File: src/rtl/spmm_sort_pkg.sv
// Shared types and sizing for the sorted insert controller.
// Holds the FSM state enum and the width derivations.
package spmm_sort_pkg;

  localparam int DATA_W   = 32;
  localparam int MAX_ELEM = 16;
  localparam int IDX_W    = $clog2(MAX_ELEM);
  localparam int CNT_W    = IDX_W + 1;

  typedef enum logic [1:0] {
    IDLE,
    SCAN,
    SHIFT,
    DRAIN
  } state_e;

endpackage

File: src/rtl/indexed_rsh_arr.sv
// Indexed right-shift insert: entry 0 is the MSB slice.
// arr_i/idx_i/ins_i in, arr_o = arr_i with ins_i placed at idx_i.
module indexed_rsh_arr #(
  parameter int DATA_W   = 32,
  parameter int MAX_ELEM = 16,
  parameter int IDX_W    = 4
) (
  input  logic [MAX_ELEM*DATA_W-1:0] arr_i,
  input  logic [IDX_W-1:0]           idx_i,
  input  logic [DATA_W-1:0]          ins_i,
  output logic [MAX_ELEM*DATA_W-1:0] arr_o
);

  always_comb begin
    arr_o = arr_i;
    // entries above idx move down one slot; the last one falls off
    for (int i = 1; i < MAX_ELEM; i++) begin
      if (int'(idx_i) < i) begin
        arr_o[(MAX_ELEM-i)*DATA_W-1 -: DATA_W] =
          arr_i[(MAX_ELEM-i+1)*DATA_W-1 -: DATA_W];
      end
    end
    for (int i = 0; i < MAX_ELEM; i++) begin
      if (int'(idx_i) == i) begin
        arr_o[(MAX_ELEM-i)*DATA_W-1 -: DATA_W] = ins_i;
      end
    end
  end

endmodule

File: src/rtl/sorted_insert_ctrl.sv
// Ascending sorted list controller: insert via valid/ready,
// flush drains in order over valid/ready, then clears.
module sorted_insert_ctrl
  import spmm_sort_pkg::*;
#(
  parameter int DATA_W   = spmm_sort_pkg::DATA_W,
  parameter int MAX_ELEM = spmm_sort_pkg::MAX_ELEM,
  parameter int IDX_W    = $clog2(MAX_ELEM),
  parameter int CNT_W    = IDX_W + 1
) (
  input  logic              clk,
  input  logic              rst_n,
  input  logic              in_valid,
  output logic              in_ready,
  input  logic [DATA_W-1:0] in_data,
  input  logic              flush,
  output logic              out_valid,
  input  logic              out_ready,
  output logic [DATA_W-1:0] out_data,
  output logic [CNT_W-1:0]  count,
  output logic              full,
  output logic              empty,
  output logic              busy
);

  state_e            state_q, state_d;
  logic [DATA_W-1:0] bank_q [MAX_ELEM];
  logic [DATA_W-1:0] bank_d [MAX_ELEM];
  logic [CNT_W-1:0]  count_q, count_d;
  logic [CNT_W-1:0]  ptr_q, ptr_d;
  logic [CNT_W-1:0]  rd_ptr_q, rd_ptr_d;
  logic [IDX_W-1:0]  idx_q, idx_d;
  logic [DATA_W-1:0] ins_q, ins_d;
  logic              pend_q, pend_d;

  logic [MAX_ELEM*DATA_W-1:0] arr_flat;
  logic [MAX_ELEM*DATA_W-1:0] shr_flat;

  always_comb begin
    arr_flat = '0;
    for (int i = 0; i < MAX_ELEM; i++) begin
      arr_flat[(MAX_ELEM-i)*DATA_W-1 -: DATA_W] = bank_q[i];
    end
  end

  indexed_rsh_arr #(
    .DATA_W  (DATA_W),
    .MAX_ELEM(MAX_ELEM),
    .IDX_W   (IDX_W)
  ) u_shr (
    .arr_i(arr_flat),
    .idx_i(idx_q),
    .ins_i(ins_q),
    .arr_o(shr_flat)
  );

  assign count = count_q;
  assign full  = (count_q == CNT_W'(MAX_ELEM));
  assign empty = (count_q == '0);
  assign busy  = (state_q != IDLE) || pend_q;

  assign in_ready  = (state_q == IDLE) && !full && !pend_q;
  assign out_valid = (state_q == DRAIN) && (rd_ptr_q < count_q);
  assign out_data  = out_valid ?
                     bank_q[rd_ptr_q[IDX_W-1:0]] : '0;

  always_comb begin
    state_d  = state_q;
    bank_d   = bank_q;
    count_d  = count_q;
    ptr_d    = ptr_q;
    rd_ptr_d = rd_ptr_q;
    idx_d    = idx_q;
    ins_d    = ins_q;
    pend_d   = pend_q;
    unique case (state_q)
      IDLE: begin
        if (in_valid && in_ready) begin
          ins_d   = in_data;
          ptr_d   = '0;
          state_d = SCAN;
          if (flush) pend_d = 1'b1;
        end else if (flush || pend_q) begin
          pend_d   = 1'b0;
          rd_ptr_d = '0;
          state_d  = DRAIN;
        end
      end
      SCAN: begin
        if (flush) pend_d = 1'b1;
        // strict less-than keeps equal values in arrival order
        if (ptr_q == count_q ||
            ins_q < bank_q[ptr_q[IDX_W-1:0]]) begin
          idx_d   = ptr_q[IDX_W-1:0];
          state_d = SHIFT;
        end else begin
          ptr_d = ptr_q + 1'b1;
        end
      end
      SHIFT: begin
        if (flush) pend_d = 1'b1;
        for (int i = 0; i < MAX_ELEM; i++) begin
          bank_d[i] = shr_flat[(MAX_ELEM-i)*DATA_W-1 -: DATA_W];
        end
        count_d = count_q + 1'b1;
        state_d = IDLE;
      end
      DRAIN: begin
        if (flush) pend_d = 1'b1;
        if (count_q == '0) begin
          state_d = IDLE;
        end else if (out_valid && out_ready) begin
          rd_ptr_d = rd_ptr_q + 1'b1;
          if (rd_ptr_q == count_q - 1'b1) begin
            for (int i = 0; i < MAX_ELEM; i++) begin
              bank_d[i] = '0;
            end
            count_d = '0;
            state_d = IDLE;
          end
        end
      end
      default: state_d = IDLE;
    endcase
  end

  always_ff @(posedge clk or negedge rst_n) begin
    if (!rst_n) begin
      state_q  <= IDLE;
      count_q  <= '0;
      ptr_q    <= '0;
      rd_ptr_q <= '0;
      idx_q    <= '0;
      ins_q    <= '0;
      pend_q   <= 1'b0;
      for (int i = 0; i < MAX_ELEM; i++) begin
        bank_q[i] <= '0;
      end
    end else begin
      state_q  <= state_d;
      count_q  <= count_d;
      ptr_q    <= ptr_d;
      rd_ptr_q <= rd_ptr_d;
      idx_q    <= idx_d;
      ins_q    <= ins_d;
      pend_q   <= pend_d;
      bank_q   <= bank_d;
    end
  end

endmodule
File: config.mk
export PLATFORM = sky130hd
export DESIGN_NAME = sorted_insert_ctrl
export DESIGN_NICKNAME = d
export VERILOG_FILES = /design/src/rtl/spmm_sort_pkg.sv /design/src/rtl/indexed_rsh_arr.sv /design/src/rtl/sorted_insert_ctrl.sv
export SDC_FILE = /design/constraint.sdc
export NUM_CORES = 2
export LEC_CHECK = 0
export BUFFER_PORTS_ARGS = -buffer_cell sky130_fd_sc_hd__buf_2
export CAP_MARGIN = 30
export CORE_MARGIN = 4
export CORE_UTILIZATION = 35
export CTS_CLUSTER_SIZE = 24
export DETAILED_ROUTE_END_ITERATION = 8
export GPL_ROUTABILITY_DRIVEN = 1
export GPL_TIMING_DRIVEN = 0
export PLACE_DENSITY_LB_ADDON = 0.08
export SLEW_MARGIN = 20
export SYNTH_ARGS = -nofsm -noshare
export SYNTH_HDL_FRONTEND = slang
export SYNTH_SLANG_ARGS = --single-unit
File: constraint.sdc
create_clock -name clk -period 6.8 [get_ports clk]
set_input_delay 1.36 -clock clk [delete_from_list [all_inputs] [get_ports clk]]
set_output_delay 1.36 -clock clk [all_outputs]
set_load 0.01 [all_outputs]
### After elaboration in Yosys (flattened, before gate mapping)

Index checks and enable logic that the tools add are counted.
W data, S select, Z words.

* register bits after elaboration: 566
* logic and storage cells: 201

* add/subtract/negate cells: 4
* $lt $le $gt $ge: 19
* equal/unequal tests: 48
* mux-type cells: 65
* bitwise gates (word level): 2
* reduce and logical (&&, ||, !) cells: 40

Operators with widths (count)
* $mux W512: 3
* $mux W32: 36
* $pmux W512 S2: 1
* $bmux W32 S4: 2
* $reduce_and A5 Y1: 17
* $ne A3 B1 Y1 const B: 16
* $mux W5: 9
* $eq A4 B4 Y1 const B: 8
* $lt A32 B32 Y1: 1
* $lt A4 B4 Y1 const B: 8
* $pmux W5 S2: 3
* $eq A4 B3 Y1 const B: 4
* $lt A4 B3 Y1 const B: 4
* $add A5 B1 Y5 const B: 3
* $mux W2: 6
* $eq A5 B5 Y1: 2
* $ge A5 B5 Y1 const B: 2
* $ne A2 B1 Y1 const B: 5
* $not A4 Y5: 2
* $eq A4 B2 Y1 const B: 2
* $lt A4 B2 Y1 const B: 2
* $ne A2 B2 Y1 const B: 4
* $pmux W2 S4: 1
* $reduce_and A4 Y1: 2
* other kinds (20): 35

### Logic depth before layout (Yosys ltp)

* word-level depth: 8
* depth in mapped cells: 16
* gate-level depth less buffers: 11

### By module

Synthesis repeated with hierarchy kept, for this count alone.

* cells, all modules: 4846
* area total of the unflattened synthesis: 46246.9 µm²

Modules (own cells, without submodules)
* sorted_insert_ctrl: instances 1, cells an instance 3149, area an instance 35605.4 µm², sequential area each 14163.6 µm²
* indexed_rsh_arr: instances 1, cells an instance 1697, area an instance 10641.5 µm², sequential area each 0.0 µm²

### Worst setup path before layout

Ideal clock, no wire load.

* path type: register to register
* start point: register ptr_q[0]
* end point: register state_q[0]
* setup time: 127 ps
* arrival time: 3935 ps
* slack: 2738 ps
* stages on the path, launching flop included: 14
* path buffers: 3
* period minus slack after synthesis: 4062 ps
* path through: dfrtp_1 buf_2 buf_2 buf_1 mux4_2 mux4_2 inv_1 ha_1 a21o_1 a21oi_1 o211ai_1 a311oi_1 a21oi_2 nand3b_1

* cells in the longest elaborated chain, start to end: 8
* elaborated cells between the ends (all ways): 9

Ends and longest elaborated chain
* from (decl): line sorted_insert_ctrl.sv:30 `logic [CNT_W-1:0] ptr_q, ptr_d;`
* from (signal assigned): line sorted_insert_ctrl.sv:142 `ptr_q <= ptr_d;`
* $not A4 Y5 (not written as such): line sorted_insert_ctrl.sv:93 `ins_q < bank_q[ptr_q[IDX_W-1:0]]) begin`
* $bmux W32 S4: line sorted_insert_ctrl.sv:93
* $mux W32 (not written as such) (2 in a row): line sorted_insert_ctrl.sv:93
* $lt A32 B32 Y1: line sorted_insert_ctrl.sv:93
* $logic_or A1 B1 Y1 *: line sorted_insert_ctrl.sv:92 `if (ptr_q == count_q ||`
* $ne A2 B2 Y1 (no line) *
* $reduce_and A4 Y1 (no line) *
* to (signal assigned): line sorted_insert_ctrl.sv:140 `state_q <= state_d;`
* to (decl): line sorted_insert_ctrl.sv:26 `state_e state_q, state_d;`

Every way passes the cells marked *; elsewhere a longest branch is shown, timed or not. The select of a mux whose other input is x is not followed.
A chain may end at the register's enable or synchronous reset.

### Final worst setup path

* start point: register ptr_q[1]
* end point: register ptr_q[1]

* cells in the longest elaborated chain, start to end: 8
* elaborated cells between the ends (all ways): 12

Ends and longest elaborated chain (line)
* $not A4 Y5 (not written as such): sorted_insert_ctrl.sv:93
* $bmux W32 S4: sorted_insert_ctrl.sv:93
* $mux W32 (not written as such) (2 in a row): sorted_insert_ctrl.sv:93
* $lt A32 B32 Y1: sorted_insert_ctrl.sv:93
* $logic_or A1 B1 Y1: sorted_insert_ctrl.sv:92
* $ne A2 B2 Y1 (no line)
* $reduce_and A3 Y1 (no line)

Parallel ways exist; a longest one is shown, timed or not. The select of a mux whose other input is x is not followed.

==> impl_results.md <==
* DRC errors left at 0
* HP Class: reg -> reg
* H-tree depth at 3
* Crit share post-route at 0.944
* DR WL/cell at 35.0 um
* # rows at 118
* Ys flop type: dfrtp_1
* Detail Route Antenna Nets at 0
* Syn-to-layout area delta at 15.2%
* Sw Pwr at 10.8 mW
* Detailed Place HPWL at 125,000 um
* TritonCTS clock tree: yes
* Drt pass-1 iters at 6
* Cell count after synthesis at 3,277
* Synth Cell Area at 36,700 um^2
* Slew margin rel. at 0.245
* Share of cells above drive strength 1 at 0.250
* Total CTS buffers at 75
* Seq cells post-synth at 566
* CP endpoint kind: flop
* Hold Buf Count CTS at 0
* Clock share of power at 0.183
* First-pass GRT wire length at 241,000 um
* Gr ovfl total at 0
* CP Launch Type: flop
* P_leak at 16.8 nW
* Int Power at 11.9 mW
* Net count reported at finish at 3,574
* Cts repair resizes at 0
* EDFF count, synth at 0
* Die Height at 332 um
* Slew @ Worst Pin at 1.13 ns
* VDD IR max at 0.267 mV
* Switch share at 0.476
* Reg clk slew, reported paths at 0.06 ns
* Critical path class: reg -> reg
* I/O pins at 79
* Seq/Total Area, Yosys at 0.386
* RSZ-0062 raised after global routing: false
* CP Max Fanout at 10
* Initial Utilization at 0.354
* Reg power frac at 0.267
* P per Cell Area at 539 nW/um^2
* Critical Path RT at 7.35 ns
* Area contributors post-synth: dfrtp_1 (39%), mux4_2 (19%), mux2i_1 (9.8%), nand2_1 (6.5%), o31ai_1 (5.3%)
* Fin crit period at 6.42 ns
* Fmax at 156 MHz
* Die X at 332 um
* Antenna violations before repair at 4
* Synthesized area per cell at 11.2 um^2
* GRT Util Overall at 0.305
* Die area at 110,000 um^2
* Clock tree buffer depth at 3
* Via density at 6.29
* RePlAce Congestion at 0.923
* DR iter-0 viols at 3,901
* Synth Net Count at 3,354
* CTS Sinks at 566
* Post-synth top cells: nand2_1 (638), dfrtp_1 (566), mux2i_1 (358)
* Fillers at 9,825
* Count leader, synth: nand2_1
* Final Max Tran Viols at 0
* # Post-CTS Setup Buffers at 0
* Status: completed
* Max-cap violations at 0
* Latest clock arrival within the worst-skew pair at 0.65 ns
* Via count at 31,005
* Skew final at 0.0253 ns
* # setup viols final at 0
* Gate power share at 0.550
* Final setup margin at 0.380 ns
* Quantity of I/O buffers inserted on ports at 78
* Placed Instances at 4,790
* Worst endpoint data arrival time at 6.97 ns
* Final hold vios at 0
* Final Routed Wirelength at 172,000 um
* Dpl ws at 0.603 ns
* CTS root buffer: clkbuf_16
* Share of flip-flops with an asynchronous set or reset at 1.00
* Core Area at 104,000 um^2
* Distinct cells, synth at 60
* Synth warn at 0
* Largest net degree at the start of global routing at 85
* Vias in the first global route at 30,875
* Post-route non-filler standard cell count at 4,932
* Yosys top cell by area: dfrtp_1
* Post-synth top area share at 0.386
==> cell usage in the layout (no fill, tap or decap), types with 7 or more instances in the layout <==
cell type	count
nand2_1	638
dfrtp_1	566
mux2i_1	358
mux4_2	317
clkbuf_1	279
o31ai_1	260
a21oi_1	178
mux2_2	160
buf_2	138
clkbuf_16	79
inv_1	73
o2bb2ai_1	65
buf_6	46
ha_1	40
and3_1	33
mux2_4	30
clkbuf_2	29
nor2_1	29
nand3_1	24
clkbuf_8	15
o21ai_0	14
buf_8	13
clkinv_2	10
o211ai_1	9
nand2b_1	9
and2_1	8
buf_4	7
a21oi_2	7
buf_16	7
==> worst max-delay path, cell delays in order (launching register included) <==
cell	delay, ns
dfrtp_1	0.36
clkbuf_1	0.47
clkbuf_1	0.45
buf_2	0.49
clkbuf_2	0.63
mux4_2	0.42
mux4_2	0.49
inv_1	0.10
ha_1	0.19
nand4_1	0.20
nor3_1	0.92
nand2_1	0.24
o311ai_2	0.44
nand3_2	0.25
a21oi_2	0.40
mux2i_1	0.25
==> cell type report <==
class                           count  area, um^2  share of cell area
Inverter                           75         282             0.00666
Antenna cell                        2        5.00            0.000118
Sequential cell                   566       14200               0.335
Timing Repair Buffer              143        1270              0.0300
Clock inverter                     19         233             0.00551
Clock buffer                      111        2250              0.0532
Multi-Input combinational cell   2272       20800               0.492
Tap cell                         1380        1730              0.0409
Buffer                            364        1530              0.0361
==> routing by layer <==
layer | vias to the layer above | global-route usage | wire length, um
li1 | 12608 | - | -
met1 | 16240 | 0.412 | 71000
met2 | 1820 | 0.460 | 76000
met3 | 337 | 0.0974 | 18900
met4 | 0 | 0.113 | 6660
met5 | - | 0.00434 | 0
==> power groups by stage <==
stage / sequential (mW) / clock, mW / combinational, mW
2_1_floorplan: 5.57 / 0 / 7.47
3_3_place_gp: 5.97 / 0 / 11.8
3_5_place_dp: 6.06 / 0 / 12.2
4_1_cts: 6.02 / 4.19 / 12.2
5_1_grt: 6.24 / 4.34 / 13.1
6_report: 6.09 / 4.16 / 12.5
==> worst paths after layout <==
path,from,to,slack (ns),cells after the start
hold / removal,arr_flat[13],arr_flat[13],0.51,1
setup reg to reg,ptr_q[1],ptr_q[1],0.38,15
max in group asynchronous,rst_n,arr_flat[273],4.52,4
min in group asynchronous,rst_n,arr_flat[476],0.62,1
hold reg to reg,arr_flat[13],arr_flat[13],0.51,1
setup / recovery,ptr_q[1],ptr_q[1],0.38,15
==> flip-flops by register name (all words and copies together), names as in the netlist <==
name      flops
idx_q         4
pend_q        1
ins_q        32
count         5
arr_flat    512
rd_ptr_q      5
state_q       2
ptr_q         5
==> cell families after synthesis <==
kind of cell	synth area share
AO/OA/AOI/OAI	0.108
XOR/XNOR	0.00235
adder cells (fa/ha/maj)	0.0136
buffers and inverters	0.0479
flip-flops	0.386
multiplexers	0.354
AND/OR/NAND/NOR	0.0876
==> metrics by stage <==
stage,TNS (ns),hold WS [ns],power [mW],utilization,cell area (um^2)
floorplan,0,0.467,13.0,-,36700
global placement,-4836.89,0.485,17.7,0.374,38800
detailed placement,0,0.495,18.2,0.382,39700
CTS,0,0.513,22.5,0.406,42100
global route,0,0.521,23.6,0.407,42300
finish,0,0.508,22.8,0.407,42300
Power figures use the tool's default switching activity.
